## src/rtl/fifo_read_prefetch_if.sv

```systemverilog
// Bus bundle between the read-prefetch stage, the FIFO wrapper read port
// and the downstream valid/ready consumer.
interface fifo_read_prefetch_if #(
  parameter int W = 32
);
  logic         CLR;
  logic [W-1:0] F_DOUT;
  logic         F_EMPTY_N;
  logic         F_RDRSTBUSY;
  logic         F_RDEN;
  logic [W-1:0] M_DATA;
  logic         M_VALID;
  logic         M_READY;
  logic [2:0]   LEVEL;

  modport slave (
    input  CLR, F_DOUT, F_EMPTY_N, F_RDRSTBUSY, M_READY,
    output F_RDEN, M_DATA, M_VALID, LEVEL
  );

  modport master (
    output CLR, F_DOUT, F_EMPTY_N, F_RDRSTBUSY, M_READY,
    input  F_RDEN, M_DATA, M_VALID, LEVEL
  );
endinterface

```

## src/rtl/fifo_read_prefetch.sv

```systemverilog
// Read-side prefetch stage for a non-FWFT FIFO: issues reads against buffer
// credit, tracks the primitive read latency and re-streams words as valid/ready.
module fifo_read_prefetch #(
  parameter int W          = 32,
  parameter int RD_LATENCY = 2,
  parameter int DEPTH      = RD_LATENCY + 2
) (
  input  logic                 CLK,
  input  logic                 RST,
  fifo_read_prefetch_if.slave  bus
);

  localparam int         PW      = (DEPTH > 1) ? $clog2(DEPTH) : 1;
  localparam logic [3:0] DEPTH_C = 4'(DEPTH);

  if (RD_LATENCY < 1 || RD_LATENCY > 3 || DEPTH < RD_LATENCY + 2 || DEPTH > 7) begin : g_bad_params
    $error("fifo_read_prefetch: illegal RD_LATENCY/DEPTH combination");
  end

  logic                  r_run;
  logic [RD_LATENCY-1:0] r_pipe;
  logic [W-1:0]          r_buf [DEPTH];
  logic [PW-1:0]         r_head;
  logic [PW-1:0]         r_tail;
  logic [2:0]            r_count;

  logic [3:0] w_inflight;
  logic       w_rden;
  logic       w_write;
  logic       w_pop;

  function automatic logic [PW-1:0] nextPtr(input logic [PW-1:0] p);
    return (p == PW'(DEPTH - 1)) ? '0 : p + PW'(1);
  endfunction

  always_comb begin
    w_inflight = '0;
    for (int i = 0; i < RD_LATENCY; i++) begin
      w_inflight = w_inflight + 4'(r_pipe[i]);
    end
  end

  // Credit uses registered count only, so M_READY never reaches F_RDEN.
  assign w_rden  = r_run & bus.F_EMPTY_N & ~bus.F_RDRSTBUSY & ~bus.CLR &
                   (({1'b0, r_count} + w_inflight) < DEPTH_C);
  assign w_write = r_pipe[RD_LATENCY-1];
  assign w_pop   = (r_count != 3'd0) & bus.M_READY;

  always_ff @(posedge CLK or posedge RST) begin
    if (RST) begin
      r_run <= 1'b0;
    end else begin
      r_run <= 1'b1;
    end
  end

  always_ff @(posedge CLK or posedge RST) begin
    if (RST) begin
      r_pipe <= '0;
    end else if (bus.CLR) begin
      r_pipe <= '0;
    end else begin
      r_pipe[0] <= w_rden;
      for (int i = 1; i < RD_LATENCY; i++) begin
        r_pipe[i] <= r_pipe[i-1];
      end
    end
  end

  always_ff @(posedge CLK or posedge RST) begin
    if (RST) begin
      for (int i = 0; i < DEPTH; i++) begin
        r_buf[i] <= '0;
      end
    end else if (!bus.CLR && w_write) begin
      r_buf[r_tail] <= bus.F_DOUT;
    end
  end

  // Flush wins over capture and pop; words still returning are dropped.
  always_ff @(posedge CLK or posedge RST) begin
    if (RST) begin
      r_head  <= '0;
      r_tail  <= '0;
      r_count <= '0;
    end else if (bus.CLR) begin
      r_head  <= '0;
      r_tail  <= '0;
      r_count <= '0;
    end else begin
      if (w_write) begin
        r_tail <= nextPtr(r_tail);
      end
      if (w_pop) begin
        r_head <= nextPtr(r_head);
      end
      case ({w_write, w_pop})
        2'b10:   r_count <= r_count + 3'd1;
        2'b01:   r_count <= r_count - 3'd1;
        default: r_count <= r_count;
      endcase
    end
  end

  assign bus.F_RDEN  = w_rden;
  assign bus.M_VALID = (r_count != 3'd0);
  assign bus.M_DATA  = r_buf[r_head];
  assign bus.LEVEL   = r_count;

  a_no_overflow : assert property (@(posedge CLK) disable iff (RST)
    !(w_write && !bus.CLR && (r_count == DEPTH_C[2:0])));

endmodule

```

## src/flat_wrapper.sv

```systemverilog
// flat-port wrapper written by rule: the top's interface ports become plain ports
module fifo_read_prefetch_flat 
#(
  parameter int W          = 32,
  parameter int RD_LATENCY = 2,
  parameter int DEPTH      = RD_LATENCY + 2
)
  (CLK, RST, bus_CLR, bus_F_DOUT, bus_F_EMPTY_N, bus_F_RDRSTBUSY, bus_M_READY, bus_F_RDEN, bus_M_DATA, bus_M_VALID, bus_LEVEL);
  fifo_read_prefetch_if #(.W(W)) bus_i ();
  input  logic CLK;
  input  logic RST;
  input wire logic [$bits(bus_i.CLR)-1:0] bus_CLR;
  input wire logic [$bits(bus_i.F_DOUT)-1:0] bus_F_DOUT;
  input wire logic [$bits(bus_i.F_EMPTY_N)-1:0] bus_F_EMPTY_N;
  input wire logic [$bits(bus_i.F_RDRSTBUSY)-1:0] bus_F_RDRSTBUSY;
  input wire logic [$bits(bus_i.M_READY)-1:0] bus_M_READY;
  output wire logic [$bits(bus_i.F_RDEN)-1:0] bus_F_RDEN;
  output wire logic [$bits(bus_i.M_DATA)-1:0] bus_M_DATA;
  output wire logic [$bits(bus_i.M_VALID)-1:0] bus_M_VALID;
  output wire logic [$bits(bus_i.LEVEL)-1:0] bus_LEVEL;
  assign bus_i.CLR = bus_CLR;
  assign bus_i.F_DOUT = bus_F_DOUT;
  assign bus_i.F_EMPTY_N = bus_F_EMPTY_N;
  assign bus_i.F_RDRSTBUSY = bus_F_RDRSTBUSY;
  assign bus_i.M_READY = bus_M_READY;
  assign bus_F_RDEN = bus_i.F_RDEN;
  assign bus_M_DATA = bus_i.M_DATA;
  assign bus_M_VALID = bus_i.M_VALID;
  assign bus_LEVEL = bus_i.LEVEL;
  fifo_read_prefetch #(.W(W), .RD_LATENCY(RD_LATENCY), .DEPTH(DEPTH)) u_core (.CLK(CLK), .RST(RST), .bus(bus_i));
endmodule
```

## config.mk

```make
export PLATFORM = sky130hd
export DESIGN_NAME = fifo_read_prefetch_flat
export DESIGN_NICKNAME = d
export VERILOG_FILES = /design/src/rtl/fifo_read_prefetch_if.sv /design/src/rtl/fifo_read_prefetch.sv /design/src/flat_wrapper.sv
export SDC_FILE = /design/constraint.sdc
export NUM_CORES = 1
export LEC_CHECK = 0
export CORE_ASPECT_RATIO = 1.1
export CORE_MARGIN = 3
export CORE_UTILIZATION = 37
export CTS_BUF_LIST = sky130_fd_sc_hd__clkbuf_8 sky130_fd_sc_hd__clkbuf_16
export CTS_CLUSTER_DIAMETER = 60
export DETAILED_ROUTE_END_ITERATION = 12
export SLEW_MARGIN = 30
export SYNTH_ARGS = -nofsm -noshare
export SYNTH_HDL_FRONTEND = slang
export SYNTH_SLANG_ARGS = --single-unit
```

## constraint.sdc

```tcl
create_clock -name CLK -period 4.7 [get_ports CLK]
set_input_delay 0.47 -clock CLK [delete_from_list [all_inputs] [get_ports CLK]]
set_output_delay 0.47 -clock CLK [all_outputs]
set_load 0.02 [all_outputs]
```

# After elaboration in Yosys (flattened, before gate mapping)
# Index checks and enable logic that the tools add are counted.
[classes] add_sub_neg=6 n_mul=0 div_mod_pow=0 magnitude_cmp=4 n_eq_ne=4 shift=0 mux=15 n_bitwise=9 n_reduce_logical=7
[ops] op="$bwmux 128" count=1
[ops] op="$mux 32" count=3
[ops] op="$bmux 32 s2" count=1
[ops] op="$demux 32 s2" count=1
[ops] op="$mux 2" count=7
[ops] op="$eq 2x2->1 const B" count=3
[ops] op="$ge 3x3->1 const B" count=2
[ops] op="$not 2->3" count=2
[ops] op="$pmux 3 s2" count=1
[ops] op="$reduce_bool 3->1" count=2
[ops] op="$and 1x1->1" count=5
[ops] op="$add 2x1->2 const B" count=2
[ops] op="$add 3x4->4" count=1
[ops] op="$lt 4x3->1 const B" count=1
[ops] op="$reduce_bool 2->1" count=2
[ops] op="$add 3x1->3 const B" count=1
[ops] op="$lt 3x1->1 const B" count=1
[ops] op="$mux 3" count=1
[ops] op="$sub 3x1->3 const B" count=1
[ops] op="$add 1x1->2" count=1
[ops] op="$eq 2x1->1 const B" count=1
[ops] op="$logic_and 1x1->1" count=2
[ops] op="$not 1->1" count=2
[ops] op="$logic_not 1->1" count=1
[word_totals] register_bits=138 latchBits=0 ram_bits=0 rom_bits=0 out_inout_bits=37 elab_cells=54 mem_count=0

# Longest topological paths before layout
# Gate-level depths: netlist (run 1).
[logic_depth] word_depth=6 mapped_depth=6 mapped_depth_nobuf=6

# Least setup slack after synthesis (run 1)
# OpenSTA, ideal clock, no wires.
[synth_timing] kind="flip-flop to flip-flop" start="register u_core.r_count[1] (netlist: u_core.bus.LEVEL[1])" end="register u_core.r_count[2] (netlist: u_core.bus.LEVEL[2])" setup_ns=0.071 arrival_ns=2.005 t_required_ns=4.629 path_slack_ns=2.623 stages_incl_launch_ff=6 n_path_buf=0 cell_sequence="dfrtp_1 -> o31ai_4 -> nor2_1 -> fa_1 -> or4b_1 -> nand4_1"
[synth_via] elab_chain_len=5 word_cells_on_any_way=9 classes_between="add/sub (2); eq/ne (2); mux (2); bitwise (1); reduce/logical (2)"
[synth_rtl] item="start, declared" line_no="fifo_read_prefetch.sv:25" source="logic [2:0] r_count;"
[synth_rtl] item="start signal, assigned" line_no="fifo_read_prefetch.sv:98" source="2'b10: r_count <= r_count + 3'd1;"
[synth_rtl] item="start signal, assigned" line_no="fifo_read_prefetch.sv:99" source="2'b01: r_count <= r_count - 3'd1;"
[synth_rtl] item="start signal, assigned" line_no="fifo_read_prefetch.sv:100" source="default: r_count <= r_count;"
[synth_rtl] item="$reduce_bool 3->1" line_no="fifo_read_prefetch.sv:47" source="assign w_pop = (r_count != 3'd0) & bus.M_READY;"
[synth_rtl] item="$and 1x1->1" line_no="fifo_read_prefetch.sv:47"
[synth_rtl] item="$eq 2x1->1 / $eq 2x2->1 (equally long branches)" line_no="fifo_read_prefetch.sv:97" source="case ({w_write, w_pop})"
[synth_rtl] item="$pmux 3 s2" line_no="fifo_read_prefetch.sv:97"
[synth_rtl] item="$mux 3" line_no="fifo_read_prefetch.sv:86" source="end else if (bus.CLR) begin"
# Parallel ways exist; a longest one is shown, timed or not.
# A chain may end at the register's enable or synchronous reset.

# Worst setup path in the final report (run 1)
[layout_timing] start="register u_core.r_head[0]" end="output bus_M_DATA[7]"
[layout_via] elab_chain_len=4
[layout_rtl] item="start, declared" line_no="fifo_read_prefetch.sv:23" source="logic [PW-1:0] r_head;"
[layout_rtl] item="start signal, assigned" line_no="fifo_read_prefetch.sv:95" source="r_head <= nextPtr(r_head);"
[layout_rtl] item="$not 2->3 (not written as such)" line_no="fifo_read_prefetch.sv:107" source="assign bus.M_DATA = r_buf[r_head];"
[layout_rtl] item="$bmux 32 s2" line_no="fifo_read_prefetch.sv:107"
[layout_rtl] item="$mux 32 (not written as such) (2 in series)" line_no="fifo_read_prefetch.sv:107"
[layout_rtl] item="end, declared" line_no="flat_wrapper.sv:18" source="output wire logic [$bits(bus_i.M_DATA)-1:0] bus_M_DATA;"
# Every way passes these cells. The select of a mux whose other input is x is not followed.

==> qor.yml, run 1 <==
hp-class: "reg2reg"
ys_types: 30
fin_cells: 660
rsz0062_at_grt: "false"
gp_congestion: 0.6674
outcome: "finished, final reports clean"
cts_setup_buffers: 0
endpoint_kind: "output pin"
switching_share_pct: 26.99
setup_tns_ns: 0
cts_buffers: 17
yosysSeqAreaShare_pct: 56.10
p_total_mw: 3.438
die_area_um2: 18220
wl_per_cell_um: 18.94
clk_pin_slew_ns: 0.06
die_x_um: 129.0
crit_arrival_ns: 2.84
yosys_warnings: 0
hold_viol: 0
ant_nets: 0
setup_ws_ns: 1.388
worst_pin_slew_ns: 0.9605
ys_ff_latch: 138
wirelength_um: 12500
combPwrFrac_pct: 23.3
grt_max_degree: 108
core_area_um2: 15980
max_freq_ghz: 0.3020
synth_nets: 421
h-tree-depth: 4
firstDrtPassIters: 4
grt_overflow_total: 0
portBuffers: 74
grt.total_usage_pct: 14.93
cts_hold_buffers: 0
maxSlewHeadroom_pct: 35.74
internal-power_mw: 2.510
avgSynthCellArea_um2: 16.42
pwr-share-clk_pct: 36.2
clock_skew_ns: 0.009401
path_max_fanout: 24
leakage_nw: 3.590
report.final.slew_viol_count: 0
fin_nets: 494
seqPwrFrac_pct: 40.5
fin_crit_sh_pct: 70.46
vias: 3423
clock_path_buffers: 2
hpwl_um: 7601
dp_slack_ns: 1.743
setup_viol: 0
pin_count: 75
floorplan.initialDensity_pct: 38.53
root_buffer: "clkbuf_16"
antenna_found_initial: 0
cts_resized: 0
drive_gt1_share_pct: 43.26
required_ns: 4.23
diodes: 0
cts_sinks: 138
dieHeight_um: 141.3
grt_pass1_wl_um: 20750
row_count: 48
post-route-min-period_ns: 3.312
grt_pass1_vias: 3840
p_sw_uw: 928.2
irDropWorstVdd_uv: 241.5
via_per_inst: 5.186
powerDensity_nw_per_um2: 451.9
worstSetupPathType: "reg2out"
critPathLaunchType: "flop"
cap_violations: 0
drc: 0
cts_tree: "built"
placed_cells: 629
syn_to_final_growth_pct: 23.60
netlist_area_um2: 6156
synth_cells: 375
clock_latency_ns: 0.42
first_iter_violations: 207
-- cells in the final DEF, fill, tap and decap left out, types with 3 or more instances in the layout --
cell	synthesis	layout
clkbuf_16	0	17
clkbuf_8	0	4
clkdlybuf4s50_1	0	74
clkinv_2	0	5
dfrtp_1	138	136
ha_1	7	7
inv_1	6	7
mux2_2	128	128
mux4_2	32	32
nand2_1	7	3
nand2_4	0	3
nand4_1	4	4
nor2_1	6	6
-- cell usage after synthesis --
library cell	n	share of area (%)
nor4_1	1	0.10
mux4_2	32	12
o211ai_1	1	0.12
or4b_1	1	0.16
mux2i_1	2	0.33
mux2_2	128	23
xnor2_1	2	0.28
nor3b_1	1	0.12
nand2_1	7	0.43
o31ai_4	1	0.35
nor4b_1	1	0.14
a21oi_1	2	0.16
buf_4	15	1.8
o2111ai_1	1	0.14
a31oi_1	2	0.20
nor2_1	6	0.37
or3_1	2	0.20
nor2b_1	2	0.20
inv_1	6	0.37
ha_1	7	1.4
fa_1	1	0.33
clkbuf_1	1	0.061
buf_2	6	0.49
conb_1	1	0.061
dfrtp_1	138	56
nand4_1	4	0.41
nand3_1	1	0.081
and2b_1	1	0.12
a311oi_1	1	0.14
and4b_1	1	0.16
-- cells by family after synthesis --
group | count (synthesis) | synth area share (%)
xor gates and xnor gates | 2 | 0.2846
AOI/OAI and AO/OA | 8 | 1.118
DFF | 138 | 56.10
muxes | 162 | 35.45
adders and majority gates | 8 | 1.748
and+or+nand+nor | 28 | 2.500
other | 1 | 0.06092
buffers and inverters | 28 | 2.744
-- critical path: stages (launching register included) --
cell and delay [ns]:
dfrtp_2 0.91, buf_4 0.39, mux4_2 0.55, clkdlybuf4s50_1 0.55
-- path summary, 6_finish.rpt --
path / end / cells after the start / slack, ns / from
setup / recovery: bus_M_DATA[7] / 3 / 1.39 / u_core.r_head[0]
hold / removal: u_core.r_buf[48] / 1 / 0.50 / u_core.r_buf[48]
setup reg to reg: u_core.r_buf[38] / 3 / 2.37 / u_core.r_pipe[1]
hold reg to reg: u_core.r_buf[48] / 1 / 0.50 / u_core.r_buf[48]
max in group asynchronous: u_core.r_buf[123] / 3 / 3.13 / RST
min in group asynchronous: u_core.r_buf[11] / 2 / 0.55 / RST
-- registers in the layout (all words and copies together), names as in the netlist --
| register | flops |
|---|---|
| u_core.r_buf | 128 |
| u_core.bus.LEVEL | 3 |
| u_core.r_head | 2 |
| u_core.r_pipe | 2 |
| u_core.r_tail | 2 |
| u_core.r_run | 1 |
-- layout make-up --
type,instances,area (um^2)
fillers,1373,8367
repair buffers,76,755.7
flip-flops and latches,138,3456
clock buffers,21,480.5
multi-input cells,209,2559
clock inverters,10,77.57
inverters,6,30.03
well taps,200,250.2
-- per-stage QoR --
stage	instance area [um^2]	util [%]	hold WS [ns]
2_1_floorplan	6156	-	0.4708
3_3_place_gp	7033	44.02	0.4817
3_5_place_dp	7033	44.02	0.4882
4_1_cts	7591	47.52	0.5004
5_1_grt	7609	47.63	0.5110
6_report	7609	47.63	0.4976
-- power by group through the flow --
| stage | Sequential (mW) | Clock [mW] | Combinational (mW) |
|---|---|---|---|
| 4_1_cts | 1.40 | 1.28 | 0.815 |
| 6_report | 1.39 | 1.25 | 0.799 |
| 5_1_grt | 1.41 | 1.34 | 0.855 |
| 3_5_place_dp | 1.42 | 0 | 0.812 |
| 3_3_place_gp | 1.41 | 0 | 0.798 |
| 2_1_floorplan | 1.35 | 0 | 0.530 |
-- layer usage --
metal / vias up / wire, um / global-route usage, %
met5: - / 0 / 0
met4: 0 / 136 / 4.754
met2: 56 / 6196 / 23.88
met3: 10 / 460 / 4.367
li1: 1554 / - / -
met1: 1803 / 5705 / 19.64
Note: power is estimated with default switching activity, not from simulation.
==> run 2, diff against run 1 <==
clock period = 3.4 ns   (was 4.7 ns; I/O delays follow)
==> qor.yml, run 2 (synthesis gave the netlist of run 1 again) <==
outcome: "finished, final reports clean"  # unchanged
regToRegSetupSlack_ns: 1.22  # was 2.37 ns
mostFrequentLayoutCell: "dfrtp_1"  # unchanged
drc: 0  # unchanged
grt_overflow_total: 0  # unchanged
wirelength_um: 12520  # was 12500 um
hpwl_um: 8125  # was 7601 um
path_max_fanout: 15  # was 24
rr_worst_depth: 5  # was 3
p_total_mw: 5.220  # was 3.438 mW
crit_chain: "ha_1 > ha_1 > nor4_1 > nand3_1 > a31oi_1 > clkdlybuf4s50_1"  # was buf_4 > mux4_2 > clkdlybuf4s50_1
crit_arrival_ns: 2.51  # was 2.84 ns
cts_resized: 0  # unchanged
gp_congestion: 0.6996  # was 0.6674
worstSetupPathType: "reg2out"  # unchanged
portBuffers: 74  # unchanged
grt_pass1_vias: 4049  # was 3840
first_iter_violations: 150  # was 207
cts_hold_buffers: 0  # unchanged
required_ns: 3.06  # was 4.23 ns
cpPeakStageDelay_ns: 0.62  # was 0.91 ns
cts_buffers: 17  # unchanged
max_freq_ghz: 0.3513
setup_tns_ns: 0  # unchanged
report.final.slew_viol_count: 0  # unchanged
clock_skew_ns: 0.007476  # was 0.009401 ns
grt_max_degree: 57  # was 108
post-route-min-period_ns: 2.846
rsz0062_at_grt: "false"  # unchanged
setup_viol: 0  # unchanged
die_x_um: 129.0  # unchanged
syn_to_final_growth_pct: 27.80  # was 23.60%
crit_slowest_cell: "clkdlybuf4s50_1"  # was dfrtp_2
powerDensity_nw_per_um2: 663.4  # was 451.9 nW/um^2
final_cell_mix: "dfrtp_1, mux2_2, clkdlybuf4s50_1, mux4_2, clkbuf_16"  # unchanged
pin_count: 75  # unchanged
clock_latency_ns: 0.42  # about the same
cap_violations: 0  # unchanged
maxSlewHeadroom_pct: 48.21  # was 35.74%
leakage_nw: 3.686  # was 3.590 nW
core_area_um2: 15980  # unchanged
ant_nets: 0  # unchanged
diodes: 0  # unchanged
firstDrtPassIters: 4  # unchanged
clock_path_buffers: 2  # unchanged
root_buffer: "clkbuf_16"  # unchanged
reg2reg_to: "u_core.bus.LEVEL[2]"  # was u_core.r_buf[38]
row_count: 48  # unchanged
vias: 3466  # was 3423
worstReg2RegStart: "u_core.bus.LEVEL[1]"  # was u_core.r_pipe[1]
worst_path_most_repeated_cell: "ha_1"
fin_nets: 502  # was 494
largest_reg_flops: 128  # unchanged
endpoint_kind: "output pin"  # unchanged
grt.total_usage_pct: 15.06  # was 14.93%
regMostFlops: "u_core.r_buf"  # unchanged
hold_viol: 0  # unchanged
cts_setup_buffers: 0  # unchanged
cts_sinks: 138  # unchanged
floorplan.initialDensity_pct: 38.53  # unchanged
hp-class: "in2async"  # was reg2reg
clk_pin_slew_ns: 0.06  # about the same
fin_crit_sh_pct: 83.72
h-tree-depth: 4  # unchanged
wl_per_cell_um: 18.72  # was 18.94 um
drive_gt1_share_pct: 44.35  # was 43.26%
critPathLaunchType: "flop"  # unchanged
via_per_inst: 5.181  # was 5.186
antenna_found_initial: 0  # unchanged
grt_pass1_wl_um: 21070  # was 20750 um
cts_tree: "built"  # unchanged
irDropWorstVdd_uv: 358.3  # was 241.5 uV
die_area_um2: 18220  # unchanged
dieHeight_um: 141.3  # unchanged
worst_pin_slew_ns: 0.7751  # was 0.9605 ns
[run 2: critical path, delay by kind of cell (launching register included)]
family / cells / cell delay [ns]
buf+inv: 1 / 0.62
compound gates: 1 / 0.15
simple gates: 2 / 0.31
flops: 1 / 0.55
fa+ha+maj: 2 / 0.44
[run 2: metal layers]
metal | global-route usage (%) | wire length (um) | vias up
met5 | 0 | 0 | -
met4 | 5.473 | 220 | 0
met3 | 4.066 | 420 | 18
met2 | 25.60 | 6460 | 66
met1 | 18.38 | 5419 | 1825
li1 | - | - | 1557
[run 2: through the flow]
stage                     util [%]  hold WS [ns]  worst slack (ns)  area (um^2)  std cells
after floorplan                  -        0.4708             1.323         6160        375
after global placement       44.86        0.4809            0.8057         7167        637
after detailed placement     44.86        0.4872            0.8419         7167        637
after CTS                    49.25        0.4425            0.5053         7868        669
after global routing         49.25        0.4852            0.4043         7868        669
final                        49.25        0.4238            0.5537         7868        669
[run 2: layout make-up]
cell class	count	area [um^2]
clock inverters	13	247.7
flip-flops and latches	138	3456
inverters	6	26.28
well taps	200	250.2
repair buffers	84	890.9
clock buffers	19	452.9
fillers	1320	8108
multi-input cells	209	2544
[run 2: worst max-delay path by stage]
stage,startpoint,endpoint,cells after the start,slack [ns]
CTS,u_core.r_head[0],bus_M_DATA[15],3,0.51
global placement,bus_CLR,bus_F_RDEN,5,0.81
global route,u_core.r_pipe[1],bus_F_RDEN,6,0.40
finish,u_core.r_pipe[1],bus_F_RDEN,6,0.55
detailed placement,bus_CLR,bus_F_RDEN,5,0.84
floorplan,u_core.bus.LEVEL[1],u_core.bus.LEVEL[2],5,1.32
[run 2: report_power, final]
part	leakage [nW]	switching, mW	internal, mW	total (mW)
Clock	0.346	0.685	1.48	2.17
Sequential	1.89	0.112	1.77	1.89
Combinational	1.45	0.517	0.647	1.16
Total	3.69	1.31	3.91	5.22
==> run 3, diff against run 2 <==
clock period = 2.9 ns   (was 3.4 ns; I/O delays follow)
==> qor.yml, run 3 (synthesis gave the netlist of run 1 again) <==
post-route-min-period_ns: 2.638
irDropWorstVdd_uv: 422.6  # was 358.3 uV
diodes: 0  # unchanged
clk_pin_slew_ns: 0.06  # about the same
endpoint_kind: "output pin"  # unchanged
pin_count: 75  # unchanged
outcome: "finished, final reports clean"  # unchanged
largest_reg_flops: 128  # unchanged
grt_pass1_vias: 3965  # was 4049
fin_nets: 509  # was 502
portBuffers: 74  # unchanged
seqPwrFrac_pct: 36.6  # was 36.1%
grt.total_usage_pct: 15.17  # was 15.06%
cts_sinks: 138  # unchanged
die_x_um: 129.0  # unchanged
reg2reg_to: "u_core.bus.LEVEL[2]"  # unchanged
syn_to_final_growth_pct: 28.60  # was 27.80%
switching_share_pct: 24.99  # was 25.18%
worstReg2RegStart: "u_core.bus.LEVEL[1]"  # unchanged
cts_tree: "built"  # unchanged
drive_gt1_share_pct: 45.38  # was 44.35%
clock_latency_ns: 0.41  # was 0.42 ns
cap_violations: 0  # unchanged
combPwrFrac_pct: 22.4  # was 22.3%
top_layer: "met4"  # unchanged
leakage_nw: 3.704  # was 3.686 nW
powerDensity_nw_per_um2: 769.0  # was 663.4 nW/um^2
rsz0062_at_grt: "false"  # unchanged
grt_overflow_total: 0  # unchanged
gp_congestion: 0.7349  # was 0.6996
regToRegSetupSlack_ns: 0.72  # was 1.22 ns
hpwl_um: 8364  # was 8125 um
cpPeakStageDelay_ns: 0.64  # was 0.62 ns
internal-power_mw: 4.567  # was 3.905 mW
fin_crit_sh_pct: 90.98
root_buffer: "clkbuf_16"  # unchanged
dieHeight_um: 141.3  # unchanged
clock_path_buffers: 2  # unchanged
final_cell_mix: "dfrtp_1, mux2_2, clkdlybuf4s50_1, mux4_2, clkbuf_16"  # unchanged
vias: 3553  # was 3466
drc: 0  # unchanged
setup_tns_ns: 0  # unchanged
critPathLaunchType: "flop"  # unchanged
grt_pass1_wl_um: 21160  # was 21070 um
pwr-share-clk_pct: 40.9  # was 41.6%
regMostFlops: "u_core.r_buf"  # unchanged
path_max_fanout: 16  # was 15
mostFrequentLayoutCell: "dfrtp_1"  # unchanged
h-tree-depth: 4  # unchanged
first_iter_violations: 146  # was 150
setup_viol: 0  # unchanged
ant_nets: 0  # unchanged
report.final.slew_viol_count: 0  # unchanged
die_area_um2: 18220  # unchanged
antenna_found_initial: 0  # unchanged
wirelength_um: 12760  # was 12520 um
grt_max_degree: 55  # was 57
cts_buffers: 17  # unchanged
worst_pin_slew_ns: 0.5067  # was 0.7751 ns
clock_skew_ns: 0.005475  # was 0.007476 ns
hold_slack_ns: 0.2625  # was 0.4238 ns
wl_per_cell_um: 18.87  # was 18.72 um
met3WireLength_um: 372  # was 420 um
floorplan.initialDensity_pct: 38.53  # unchanged
worstSetupPathType: "reg2out"  # unchanged
cpLargestDelayFamily: "buffers and inverters"  # unchanged
required_ns: 2.61  # was 3.06 ns
critPathBufInv: 2  # was 1
firstDrtPassIters: 4  # unchanged
rr_worst_depth: 5  # unchanged
crit_chain: "buf_12 > mux4_2 > clkdlybuf4s50_1"  # was ha_1 > ha_1 > nor4_1 > nand3_1 > a31oi_1 > clkdlybuf4s50_1
core_area_um2: 15980  # unchanged
hold_viol: 0  # unchanged
crit_slowest_cell: "dfrtp_4"  # was clkdlybuf4s50_1
hp-class: "in2async"  # unchanged
via_per_inst: 5.256  # was 5.181
max_freq_ghz: 0.3790
wl_met1_um: 5761  # was 5419 um
maxSlewHeadroom_pct: 66.15  # was 48.21%
p_sw_mw: 1.521  # was 1.314 mW
row_count: 48  # unchanged
crit_arrival_ns: 2.35  # was 2.51 ns
wl_met2_um: 6438  # was 6460 um
run 3: cell types whose count changed in the layout (fill, tap and decap cells not counted), sizes merged:
cell    previous run  this run
buf               10        17
clkbuf            19        21
bufinv             7         6
inv                8         7
run 3: what timing repair did:
action / in CTS / in global routing
gates resized for setup: 0 / 1
endpoints found under the setup margin: 0 / 1
hold buffers: 0 / 0
setup buffers: 0 / 0
run 3: layout make-up:
type / count / area, um^2
Multi-Input combinational cell: 209 / 2544
Clock buffer: 21 / 480.5
Fill cell: 1363 / 8059
Sequential cell: 138 / 3458
Tap cell: 200 / 250.2
Clock inverter: 11 / 214.0
Inverter: 6 / 26.28
Timing Repair Buffer: 91 / 943.4
run 3: worst max-delay path by stage:
stage                   startpoint  depth (start not counted)  slack, ns                   to
6_report          u_core.r_head[0]                          3       0.26        bus_M_DATA[9]
5_1_grt           u_core.r_head[0]                          3       0.14        bus_M_DATA[9]
4_1_cts           u_core.r_head[0]                          3       0.09        bus_M_DATA[9]
3_5_place_dp      u_core.r_head[0]                          3       0.53        bus_M_DATA[9]
3_3_place_gp      u_core.r_head[0]                          3       0.54        bus_M_DATA[9]
2_1_floorplan  u_core.bus.LEVEL[1]                          5       0.82  u_core.bus.LEVEL[2]
run 3: routing by layer:
layer | up-vias | track usage [%]
met5 | - | 0
li1 | 1580 | -
met4 | 0 | 5.638
met2 | 62 | 24.92
met3 | 15 | 3.727
met1 | 1896 | 19.47
run 3: power by group through the flow:
stage                     combinational [mW]  clock, mW  sequential, mW
after floorplan                        0.860          0            2.19
final                                   1.36       2.49            2.23
after detailed placement                1.39          0            2.27
after global placement                  1.37          0            2.26
after global routing                    1.46       2.64            2.26
after CTS                               1.39       2.55            2.23
run 3: metrics by stage:
stage | cell area [um^2] | std cells | setup WS, ns | utilization, % | power [mW]
2_1_floorplan | 6160 | 375 | 0.8234 | - | 3.053
3_3_place_gp | 7219 | 644 | 0.5440 | 45.19 | 3.630
3_5_place_dp | 7219 | 644 | 0.5268 | 45.19 | 3.653
4_1_cts | 7914 | 676 | 0.08502 | 49.54 | 6.172
5_1_grt | 7916 | 676 | 0.1398 | 49.55 | 6.352
6_report | 7916 | 676 | 0.2616 | 49.55 | 6.088
